$ cat src/rtl/sensor_seq_pkg.sv
// sensor_seq_pkg
// Shared definitions for the sensor trigger sequencer:
//   - sequencer state encoding (IDLE, RUN, CMPL)
//   - sensor slot indices, in the same order as the driver's enumeration
//     and the timing manager's enable bits
//   - default widths and the cycle-counter width helper
// Optional feature macro: SENSOR_SEQ_TIMEOUT_EN (used by the slot logic).
package sensor_seq_pkg;

  localparam int DEF_NUM_SENSORS = 10;
  localparam int DEF_DELAY_W     = 16;
  localparam int DEF_TIMEOUT_W   = 16;

  localparam int SENS_ADC     = 0;
  localparam int SENS_ENCODER = 1;
  localparam int SENS_AMDS_0  = 2;
  localparam int SENS_AMDS_1  = 3;
  localparam int SENS_AMDS_2  = 4;
  localparam int SENS_AMDS_3  = 5;
  localparam int SENS_EDDY_0  = 6;
  localparam int SENS_EDDY_1  = 7;
  localparam int SENS_EDDY_2  = 8;
  localparam int SENS_EDDY_3  = 9;

  typedef enum logic [1:0] {
    IDLE = 2'd0,
    RUN  = 2'd1,
    CMPL = 2'd2
  } seq_state_t;

  // One extra bit so that start_delay + timeout never wraps.
  function automatic int cnt_width(input int delay_w, input int timeout_w);
    return ((delay_w > timeout_w) ? delay_w : timeout_w) + 1;
  endfunction

endpackage

$ cat src/rtl/sensor_seq_slot.sv
// sensor_seq_slot
// Per-sensor state of one sequencer slot: start compare, started flag,
// done rising-edge detection, optional deadline compare, and the latched
// done / sticky timeout registers.
// Ports:
//   clk, rst        clock, asynchronous active-high reset
//   seq_start       new sequence accepted (clears done/started)
//   run             sequencer is in RUN
//   en              latched enable for this slot
//   clear_flags     clears the sticky timeout flag
//   cnt             sequence cycle counter (0 in the first RUN cycle)
//   delay, timeout  start offset and timeout (0 = no timeout)
//   done_in         level done from the sensor
//   start           one-cycle start pulse
//   done            latched qualified done
//   timeout_flag    sticky timeout flag
// Macro SENSOR_SEQ_TIMEOUT_EN enables the deadline logic; without it the
// timeout input is ignored and timeout_flag is 0.
module sensor_seq_slot
  import sensor_seq_pkg::*;
#(
  parameter int DELAY_W   = DEF_DELAY_W,
  parameter int TIMEOUT_W = DEF_TIMEOUT_W,
  parameter int CNT_W     = cnt_width(DEF_DELAY_W, DEF_TIMEOUT_W)
) (
  input  logic                 clk,
  input  logic                 rst,
  input  logic                 seq_start,
  input  logic                 run,
  input  logic                 en,
  input  logic                 clear_flags,
  input  logic [CNT_W-1:0]     cnt,
  input  logic [DELAY_W-1:0]   delay,
  input  logic [TIMEOUT_W-1:0] timeout,
  input  logic                 done_in,
  output logic                 start,
  output logic                 done,
  output logic                 timeout_flag
);

  logic             started_reg;
  logic             done_d_reg;
  logic             done_reg;
  logic [CNT_W-1:0] delay_ext;
  logic             hit_start;
  logic             done_evt;
  logic             timeout_evt;

  assign delay_ext = CNT_W'(delay);
  assign hit_start = run & en & (cnt == delay_ext);
  // started_reg only becomes visible the cycle after the start pulse, so
  // an edge in the start cycle itself is ignored.
  assign done_evt  = run & en & started_reg & done_in & ~done_d_reg;

`ifdef SENSOR_SEQ_TIMEOUT_EN
  logic [CNT_W-1:0] deadline;
  logic             flag_reg;

  assign deadline    = delay_ext + CNT_W'(timeout);
  assign timeout_evt = run & en & (timeout != '0) & ~done_reg & (cnt == deadline);

  // Set wins over clear.
  always_ff @(posedge clk or posedge rst) begin
    if (rst)
      flag_reg <= 1'b0;
    else if (timeout_evt)
      flag_reg <= 1'b1;
    else if (clear_flags)
      flag_reg <= 1'b0;
  end

  assign timeout_flag = flag_reg;
`else
  logic unused_timeout;

  assign unused_timeout = ^{timeout, clear_flags};
  assign timeout_evt    = 1'b0;
  assign timeout_flag   = 1'b0;
`endif

  always_ff @(posedge clk or posedge rst) begin
    if (rst) begin
      started_reg <= 1'b0;
      done_d_reg  <= 1'b0;
      done_reg    <= 1'b0;
    end else begin
      done_d_reg <= done_in;
      if (seq_start) begin
        started_reg <= 1'b0;
        done_reg    <= 1'b0;
      end else begin
        if (hit_start)
          started_reg <= 1'b1;
        if (done_evt || timeout_evt)
          done_reg <= 1'b1;
      end
    end
  end

  assign start = hit_start;
  assign done  = done_reg;

endmodule

$ cat src/rtl/sensor_trigger_sequencer.sv
// sensor_trigger_sequencer
// Issues per-sensor start pulses at programmable offsets after each
// accepted scheduler trigger, tracks each sensor's done edge (with optional
// timeout) and reports completion back to the timing manager.
// Ports:
//   clk, rst       clock, asynchronous active-high reset
//   trigger        single-cycle trigger
//   en_bits        sensor enables, latched on an accepted trigger
//   start_delay    packed per-slot start offsets
//   timeout        max cycles from start to done (0 = disabled)
//   done_in        level done signals from the sensors
//   clear_flags    clears timeout_flags and overrun
//   start_out      one-cycle start pulses
//   done_out       latched qualified done vector
//   timeout_flags  sticky per-slot timeout flags
//   overrun        sticky: trigger arrived while busy
//   busy           high in RUN and CMPL
//   seq_done       one-cycle completion pulse
// Macro SENSOR_SEQ_TIMEOUT_EN enables the timeout feature.
module sensor_trigger_sequencer
  import sensor_seq_pkg::*;
#(
  parameter int NUM_SENSORS = DEF_NUM_SENSORS,
  parameter int DELAY_W     = DEF_DELAY_W,
  parameter int TIMEOUT_W   = DEF_TIMEOUT_W
) (
  input  logic                           clk,
  input  logic                           rst,
  input  logic                           trigger,
  input  logic [NUM_SENSORS-1:0]         en_bits,
  input  logic [NUM_SENSORS*DELAY_W-1:0] start_delay,
  input  logic [TIMEOUT_W-1:0]           timeout,
  input  logic [NUM_SENSORS-1:0]         done_in,
  input  logic                           clear_flags,
  output logic [NUM_SENSORS-1:0]         start_out,
  output logic [NUM_SENSORS-1:0]         done_out,
  output logic [NUM_SENSORS-1:0]         timeout_flags,
  output logic                           overrun,
  output logic                           busy,
  output logic                           seq_done
);

  localparam int CNT_W = cnt_width(DELAY_W, TIMEOUT_W);

  seq_state_t             state_reg;
  seq_state_t             state_next;
  logic [CNT_W-1:0]       cnt_reg;
  logic [NUM_SENSORS-1:0] en_q_reg;
  logic                   overrun_reg;
  logic                   accept;
  logic                   run;
  logic                   all_done;

  // Disabled slots never set done_out, so treat them as already done.
  assign all_done = &(done_out | ~en_q_reg);

  // State register
  always_ff @(posedge clk or posedge rst) begin
    if (rst)
      state_reg <= IDLE;
    else
      state_reg <= state_next;
  end

  // Next-state logic
  always_comb begin
    state_next = state_reg;
    case (state_reg)
      IDLE:    if (trigger && (en_bits != '0)) state_next = RUN;
      RUN:     if (all_done) state_next = CMPL;
      CMPL:    state_next = IDLE;
      default: state_next = IDLE;
    endcase
  end

  // Output logic
  always_comb begin
    accept   = 1'b0;
    run      = 1'b0;
    busy     = 1'b0;
    seq_done = 1'b0;
    case (state_reg)
      IDLE: accept = trigger & (en_bits != '0);
      RUN: begin
        run  = 1'b1;
        busy = 1'b1;
      end
      CMPL: begin
        busy     = 1'b1;
        seq_done = 1'b1;
      end
      default: ;
    endcase
  end

  // Sequence counter, latched enables and overrun flag
  always_ff @(posedge clk or posedge rst) begin
    if (rst) begin
      cnt_reg     <= '0;
      en_q_reg    <= '0;
      overrun_reg <= 1'b0;
    end else begin
      if (accept) begin
        cnt_reg  <= '0;
        en_q_reg <= en_bits;
      end else if (run && (cnt_reg != '1)) begin
        cnt_reg <= cnt_reg + 1'b1;
      end

      if (trigger && (state_reg != IDLE))
        overrun_reg <= 1'b1;
      else if (clear_flags)
        overrun_reg <= 1'b0;
    end
  end

  assign overrun = overrun_reg;

  generate
    for (genvar gi = 0; gi < NUM_SENSORS; gi++) begin : g_slot
      sensor_seq_slot #(
        .DELAY_W   (DELAY_W),
        .TIMEOUT_W (TIMEOUT_W),
        .CNT_W     (CNT_W)
      ) u_slot (
        .clk          (clk),
        .rst          (rst),
        .seq_start    (accept),
        .run          (run),
        .en           (en_q_reg[gi]),
        .clear_flags  (clear_flags),
        .cnt          (cnt_reg),
        .delay        (start_delay[gi*DELAY_W +: DELAY_W]),
        .timeout      (timeout),
        .done_in      (done_in[gi]),
        .start        (start_out[gi]),
        .done         (done_out[gi]),
        .timeout_flag (timeout_flags[gi])
      );
    end
  endgenerate

endmodule

$ cat config.mk
export PLATFORM = sky130hd
export DESIGN_NAME = sensor_trigger_sequencer
export DESIGN_NICKNAME = d
export VERILOG_FILES = /design/src/rtl/sensor_seq_pkg.sv /design/src/rtl/sensor_seq_slot.sv /design/src/rtl/sensor_trigger_sequencer.sv
export SDC_FILE = /design/constraint.sdc
export NUM_CORES = 1
export LEC_CHECK = 0
export ABC_AREA = 1
export ABC_CLOCK_PERIOD_IN_PS = 2700
export CORE_ASPECT_RATIO = 1.1
export CORE_MARGIN = 2
export CORE_UTILIZATION = 45
export CTS_CLUSTER_SIZE = 24
export DETAILED_ROUTE_END_ITERATION = 10
export GPL_TIMING_DRIVEN = 0
export PLACE_DENSITY = 0.85
export SYNTH_ARGS = -nofsm -noshare
export SYNTH_HDL_FRONTEND = slang
export SYNTH_SLANG_ARGS = --single-unit
$ cat constraint.sdc
create_clock -name clk -period 2.7 [get_ports clk]
set_clock_uncertainty 0.15 [all_clocks]
set_input_delay 0.54 -clock clk [delete_from_list [all_inputs] [get_ports clk]]
set_output_delay 0.54 -clock clk [all_outputs]
set_load 0.02 [all_outputs]
* After elaboration in Yosys (flattened, before gate mapping) *
Cells that the tools add are included.
Widths: inputs -> output; s select.

storage, ports and cells
  register bits = 60
  input bits = 200
  output and inout port bits = 33
  word-level logic and storage cells = 195

operators by class
  add/subtract/negate cells = 1
  equality and inequality tests = 15
  muxes and demuxes = 51
  bitwise operators = 63
  reduce and logical (&&, ||, !) cells = 31

operators with widths
  cell                   number
  $eq 17x16->1           10
  $and 1x1->1            51
  $mux 1                 46
  $reduce_bool 2->1      23
  $mux 17                2
  $add 17x1->17 const B  1
  $ne 17x17->1 const B   1
  $not 1->1              10
  $not 10->10            1
  $or 10x10->10          1
  $reduce_and 10->1      1
  $reduce_bool 10->1     1
  $mux 2                 2
  $ne 2x2->1 const B     2
  $pmux 2 s2             1
  $logic_and 1x1->1      3
  $eq 2x1->1 const B     1
  $eq 2x2->1 const B     1
  $logic_not 2->1        1
  $reduce_and 2->1       1
  $reduce_or 2->1        1

* Depth between registers and ports, before layout *
Gate-level depths: netlist of run 1.

  depth in word-level cells = 8
  mapped depth = 14
  depth with buffers taken out = 14

* Modules after synthesis *
Synthesis of run 1 repeated with hierarchy kept, for this count alone.

second synthesis, totals
  cell total of the unflattened synthesis = 1182
  area, all modules = 6673.9 um2

modules (own cells, without submodules)
  module                    times used  cells each  area each (um2)
  sensor_seq_slot           10          94          490.5
  sensor_trigger_sequencer  1           242         1769.2

* Worst setup path after synthesis of run 1 *
OpenSTA, ideal clock, no wires.

  path kind = flip-flop to output port
  start = register state_reg[1]
  end = output port start_out[7]
  arrival = 1.518 ns
  data required time = 2.010 ns
  path slack = 0.492 ns
  stages on the path, launching flop included = 11
  buffers on the path = 2
  path through = dfrtp_1 inv_1 ha_1 buf_6 nand2_2 a21oi_1 nand3_1 nor2_1 nand2_1 nor3_2 buf_4

on the way
  word-level cells in the longest chain between the ends = 4

ends and longest elaborated chain
  element                   line                            source
  start: declaration        sensor_trigger_sequencer.sv:45  seq_state_t state_reg;
  start signal: assignment  sensor_trigger_sequencer.sv:62  state_reg <= state_next;
  $eq 2x1->1                sensor_trigger_sequencer.sv:82  case (state_reg)
  $mux 1                    sensor_trigger_sequencer.sv:82
  $and 1x1->1 (2 in a row)  sensor_seq_slot.sv:50           assign hit_start = run & en & (cnt == delay_ext);
  end: declaration          sensor_trigger_sequencer.sv:35  output logic [NUM_SENSORS-1:0] start_out,

No other way between the ends.

* Final worst setup path of run 1 *
  start = input port start_delay[15]
  end = output port start_out[0]

on the way
  word-level cells in the longest chain between the ends = 2

ends and longest elaborated chain
  element             line                            source
  start: declaration  sensor_trigger_sequencer.sv:31  input logic [NUM_SENSORS*DELAY_W-1:0] start_delay,
  $eq 17x16->1        sensor_seq_slot.sv:50
  $and 1x1->1         sensor_seq_slot.sv:50

No other way between the ends.

==> results of run 1 <==
-- worst max-delay path by stage --
stage | endpoint | slack (ns) | cells after the start
finish | start_out[0] | -0.02 | 8
global route | start_out[1] | -0.14 | 8
CTS | start_out[6] | -0.04 | 9
detailed placement | start_out[9] | -0.46 | 9
global placement | g_slot[6].u_slot.done$_DFFE_PP0P_ | -0.51 | 2
floorplan | start_out[7] | 0.49 | 10
-- critical path: stages --
cell	delay [ns]
clkdlybuf4s50_1	0.52
inv_1	0.07
nand2_1	0.09
nand4_1	0.10
or3_1	0.36
nor2_2	0.12
buf_4	0.11
buf_4	0.12
-- area by class of cell --
type	instances	area, µm²	area share
flip-flops and latches	60	1500	0.158
clock inverters	7	91.3	0.00962
well taps	192	240	0.0253
inverters	187	707	0.0745
clock buffers	9	225	0.0237
diodes	2	5.00	0.000527
multi-input cells	858	4160	0.438
plain buffers	57	433	0.0456
repair buffers	214	2130	0.225
-- layer usage --
layer / vias up / part of all wire / track usage
li1: 3978 / - / -
met1: 3654 / 0.38 / 0.388
met2: 502 / 0.46 / 0.537
met3: 99 / 0.11 / 0.0699
met4: 0 / 0.053 / 0.183
met5: - / 0 / 0
-- synthesized netlist by cell type, types with 7 or more instances --
| library cell | count | area share |
|---|---|---|
| o21ai_0 | 32 | 0.024 |
| nand2_1 | 446 | 0.25 |
| xnor2_1 | 46 | 0.061 |
| nor3_1 | 24 | 0.018 |
| nand4_1 | 41 | 0.039 |
| buf_6 | 8 | 0.014 |
| inv_2 | 9 | 0.0051 |
| buf_4 | 35 | 0.040 |
| dfrtp_1 | 60 | 0.23 |
| nor3b_1 | 11 | 0.013 |
| nor2_1 | 122 | 0.069 |
| nand3_1 | 55 | 0.042 |
| nand3b_1 | 7 | 0.0080 |
| buf_2 | 17 | 0.013 |
| inv_1 | 178 | 0.10 |
| a21oi_1 | 20 | 0.015 |
-- per-stage QoR --
| step | setup TNS, ns | std cells | utilization |
|---|---|---|---|
| 3_3_place_gp | -34.33 | 1566 | 0.621 |
| 5_1_grt | -0.350 | 1584 | 0.659 |
| 6_report | -0.0187 | 1586 | 0.660 |
| 4_1_cts | -0.0604 | 1586 | 0.653 |
| 2_1_floorplan | 0 | 1168 | - |
| 3_5_place_dp | -3.95 | 1567 | 0.622 |
-- power groups by stage --
stage / combinational (µW) / sequential, µW / clock, µW
5_1_grt: 2090 / 1160 / 1280
2_1_floorplan: 991 / 1110 / 0
3_3_place_gp: 1650 / 1120 / 0
3_5_place_dp: 1680 / 1120 / 0
6_report: 1920 / 1150 / 1230
4_1_cts: 1770 / 1130 / 1220
-- logic make-up (layout without fill, tap and decap cells) --
group / after synthesis / count (layout) / synth area share
and+or+nand+nor: 735 / 735 / 0.475
DFF: 60 / 60 / 0.228
adders and majority gates: 6 / 6 / 0.0114
buffers and inverters: 250 / 474 / 0.175
xor gates and xnor gates: 47 / 47 / 0.0636
other: 1 / 12 / 0.000569
AOI/OAI and AO/OA: 60 / 60 / 0.0473
-- repair_timing --
action,in CTS,in global routing
gates resized for setup,73,38
buffers inserted,3,4
hold buffers,0,0
pin swaps,0,26
endpoints found under the setup margin,10,15
==> results.yml, run 1 <==
finish:
  largest_reg_flops: 17
  layout_common_cells: "nand2_1, clkdlybuf4s50_1, inv_1"
  layout-drive-gt1-share: 0.112
  nNetsFinal: 1593
  num-fill-cells: 1287
  design_area_mm2: 0.00949
  area_growth_pct: 44.0
  final_common_cell: "nand2_1"
placement:
  dpl-instance-area_mm2: 0.00895
  place_congestion: 0.986
  hpwl_mm: 19.5
  dp_worst_setup_slack_ns: -0.461
  port-buffer-count: 206
sta:
  rsz0062_at_grt: "true"
  finalMaxSlewViolations: 0
  worst_pin_slew_ns: 0.656
  finalSetupViolCount: 1
  max_freq_mhz: 368
  hold_violations: 0
  hold_slack_ns: 0.354
  period_minus_slack_ns: 2.72
  setup_slack_ns: -0.0187
  slew-limit-headroom: 0.562
  post-route-period-util: 1.01
global_route:
  grt_pass1_vias: 7549
  grt_pass1_wl_mm: 38.1
  grt_max_degree: 32
  grt-ovfl-total: 0
  antenna_found_initial: 1
  track_usage: 0.322
run:
  maxCapViolCount: 0
pwr:
  seqPwrFrac: 0.267
  powerDensity_mw_per_mm2: 453
  p_clk_frac: 0.287
  p_leak_uw: 0.00487
  combPwrFrac: 0.446
  p_switching_uw: 1660
  switching_share: 0.387
  peakVddDrop_mv: 0.607
  power.total_uw: 4300
  internal-power_uw: 2630
floorplan:
  die_h_um: 131
  die_w_um: 119
  rows: 46
  ios: 233
  start_util: 0.458
  die_area_mm2: 0.0156
  coreArea_mm2: 0.0144
logic_synthesis:
  ys_ff_latch: 60
  synth_edf_count: 0
  syn-instance-count: 1159
  synth_area_mm2: 0.00659
  yosysSeqAreaShare: 0.228
  avgSynthCellArea_um2: 5.69
  async_reset_ff_frac: 1.00
  synthDistinctLibCells: 34
  synth_ff_type: "dfrtp_1"
  ys_warn_count: 0
min_path:
  whs_path_depth: 2
  min_from: "en_q_reg[4]$_DFFE_PP0P_"
  holdPathEnd: "en_q_reg[4]$_DFFE_PP0P_"
  hp-class: "reg -> reg"
outcome:
  status: "finished, violations left"
  violations: "negative setup slack"
detailed_routing:
  wl_mm: 26.2
  vias_per_cell: 5.19
  drt_iter0_drc: 776
  routedWlPerCell_um: 16.5
  ant_nets: 0
  drcViolationCount: 0
  vias: 8233
  first_pass_iters: 5
worst_setup_path:
  setup.worst_path.start: "start_delay[15]"
  worstRegToRegCells: 12
  crit_path_start_kind: "primary input"
  end_kind: "primary output"
  cp_max_fo: 2
  reg2reg_slack_ns: 0.13
  worstPathArrival_ns: 2.03
  r2r-end: "cnt_reg[11]$_DFFE_PP0P_"
  rr_startpoint: "cnt_reg[0]$_DFFE_PP0P_"
  path_class: "in -> out"
  critPathRequiredTime_ns: 2.01
clock_tree:
  clk_latency_ns: 0.34
  cts.sinks: 60
  numCtsBuffers: 9
  cts_tree: "done"
  cts_buffer_depth: 2
  clk_pin_slew_ns: 0.05
  cts_root_buffer: "clkbuf_16"
  htree_num_levels: 3
Note: power is estimated with default switching activity, not from simulation.
==> inputs of run 2 (changes only) <==
--- a/config.mk
+++ b/config.mk
@@ -7,13 +7,15 @@
 export LEC_CHECK = 0
 export ABC_AREA = 1
 export ABC_CLOCK_PERIOD_IN_PS = 2700
+export CELL_PAD_IN_SITES_DETAIL_PLACEMENT = 0
+export CELL_PAD_IN_SITES_GLOBAL_PLACEMENT = 1
 export CORE_ASPECT_RATIO = 1.1
 export CORE_MARGIN = 2
-export CORE_UTILIZATION = 45
+export CORE_UTILIZATION = 30
 export CTS_CLUSTER_SIZE = 24
 export DETAILED_ROUTE_END_ITERATION = 10
 export GPL_TIMING_DRIVEN = 0
-export PLACE_DENSITY = 0.85
+export PLACE_DENSITY = 0.86
 export SYNTH_ARGS = -nofsm -noshare
 export SYNTH_HDL_FRONTEND = slang
 export SYNTH_SLANG_ARGS = --single-unit
==> run 2 against run 1 <==
The flow now finishes without violations. Total power down 1.5%. Utilization down 20 points. Combinational power about the same. Global-route usage down 8.6 points. Flip-flop and latch count unchanged. Non-clock buffer count up 11. Setup slack better by 0.063 ns. Largest power group unchanged. Highest routed layer is now met5.
==> results.yml, run 2 (synthesis gave the netlist of run 1 again) <==
clock_tree:
  numCtsBuffers: 9
  htree_num_levels: 3
  cts_buffer_depth: 2
  clk_pin_slew_ns: 0.05
  cts.sinks: 60
  holdBufCountCts: 0
  cts_root_buffer: "clkbuf_16"
  cts_tree: "done"
  clk_latency_ns: 0.33
finish:
  layout-drive-gt1-share: 0.134
  final_common_cell: "nand2_1"
  area_growth_pct: 48.7
  n_antenna_cell: 0
  largest_reg_flops: 17
  nNetsFinal: 1604
  num-fill-cells: 2291
  design_area_mm2: 0.00981
  layout_common_cells: "nand2_1, clkdlybuf4s50_1, inv_1"
  final_core_utilization: 0.457
sta:
  max_freq_mhz: 376
  finalMaxSlewViolations: 0
  post-route-period-util: 0.984
  rsz0062_at_grt: "true"
  tns_ns: 0
  finalSetupViolCount: 0
  period_minus_slack_ns: 2.66
  hold_violations: 0
pwr:
  p_leak_uw: 0.00504
  powerDensity_mw_per_mm2: 431
  peakVddDrop_mv: 0.467
floorplan:
  coreArea_mm2: 0.0214
  start_util: 0.307
  rows: 56
  ios: 233
  die_w_um: 145
  die_h_um: 159
  die_area_mm2: 0.0232
min_path:
  hp-class: "reg -> reg"
  min_from: "g_slot[9].u_slot.started_reg$_DFFE_PP0P_"
  whs_path_depth: 2
  holdPathEnd: "g_slot[9].u_slot.started_reg$_DFFE_PP0P_"
outcome:
  status: "finished, final reports clean"
worst_setup_path:
  path_class: "reg -> out"
  r2r-end: "cnt_reg[9]$_DFFE_PP0P_"
  reg2reg_slack_ns: 0.18
  rr_startpoint: "cnt_reg[13]$_DFFE_PP0P_"
  worstRegToRegCells: 13
  worstPathArrival_ns: 1.97
  critPathRequiredTime_ns: 2.01
  crit_path_start_kind: "register"
  cp_max_fo: 6
  end_kind: "primary output"
global_route:
  track_usage: 0.236
  grt_pass1_wl_mm: 42.1
  grt_max_degree: 43
  grt-ovfl-total: 0
  grt_pass1_vias: 7542
  antenna_found_initial: 2
detailed_routing:
  drt_iter0_drc: 521
  routedWlPerCell_um: 16.5
  first_pass_iters: 5
  wl_mm: 28.0
  drcViolationCount: 0
  ant_nets: 0
  vias_per_cell: 4.69
  vias: 7943
placement:
  port-buffer-count: 206
  dpl-instance-area_mm2: 0.00907
  place_congestion: 0.931
  hpwl_mm: 21.6
run:
  maxCapViolCount: 0
-- run 2: cell types whose count changed in the layout (fill, tap and decap cells not counted), sizes merged --
cell	previous run	this run
buf	69	82
clkinvlp	1	2
diode	2	0
dlygate4sd2	1	4
clkdlybuf4s50	191	182
inv	187	185
bufinv	2	1
dlymetal6s2s	4	10
-- run 2: layout make-up --
type	count	area, µm²	share of cell area
Buffer	62	487	0.0496
Clock buffer	11	253	0.0258
Clock inverter	5	50.0	0.00510
Inverter	187	714	0.0729
Multi-Input combinational cell	858	4230	0.431
Sequential cell	60	1510	0.154
Tap cell	290	363	0.0370
Timing Repair Buffer	220	2200	0.225
-- run 2: critical path, stage by stage, from the launching register on --
cell and delay, ns:
dfrtp_1 0.41, clkinvlp_4 0.22, buf_4 0.19, nand2_1 0.07, nand2_1 0.07, nor3b_2 0.19
nand3b_1 0.09, nor3_1 0.14, buf_4 0.13, buf_4 0.13
-- run 2: timing repair --
action | in CTS | in global routing
cloned | 0 | 1
setup endpoints to repair | 10 | 19
gates resized for setup | 81 | 73
setup buffers | 3 | 9
pin swaps | 2 | 15
-- run 2: worst max path at each step --
| stage | startpoint | slack [ns] | cells past startpoint | to |
|---|---|---|---|---|
| final | cnt_reg[13]$_DFFE_PP0P_ | 0.04 | 9 | start_out[9] |
| after global routing | state_reg[1]$_DFFE_PP0P_ | -0.04 | 11 | start_out[1] |
| after CTS | start_delay[103] | -0.05 | 9 | start_out[6] |
| after detailed placement | start_delay[104] | -0.45 | 8 | start_out[6] |
| after global placement | rst | -0.62 | 2 | g_slot[3].u_slot.started_reg$_DFFE_PP0P_ |
| after floorplan | state_reg[1]$_DFFE_PP0P_ | 0.49 | 10 | start_out[7] |
-- run 2: power breakdown --
group / switching (µW) / leakage (µW) / internal [µW]
registers: 136 / 0.000784 / 1020
logic: 1100 / 0.00410 / 815
clock network: 405 / 0.000155 / 757
-- run 2: layer usage --
layer,wire (µm),share of wire,global-route usage,vias to the layer above
met1,12000,0.43,0.305,3535
li1,-,-,-,4008
met4,772,0.028,0.0722,2
met3,2310,0.083,0.0484,41
met2,12900,0.46,0.396,357
met5,13,0.00046,0,-
-- run 2: through the flow --
step	instances	worst slack, ns	hold slack (ns)	power (µW)
finish	1693	0.0439	0.375	4230
CTS	1684	-0.0528	0.376	4110
floorplan	1168	0.492	0.317	2100
detailed placement	1665	-0.452	0.347	2830
global route	1693	-0.0427	0.410	4510
global placement	1664	-0.617	0.344	2820
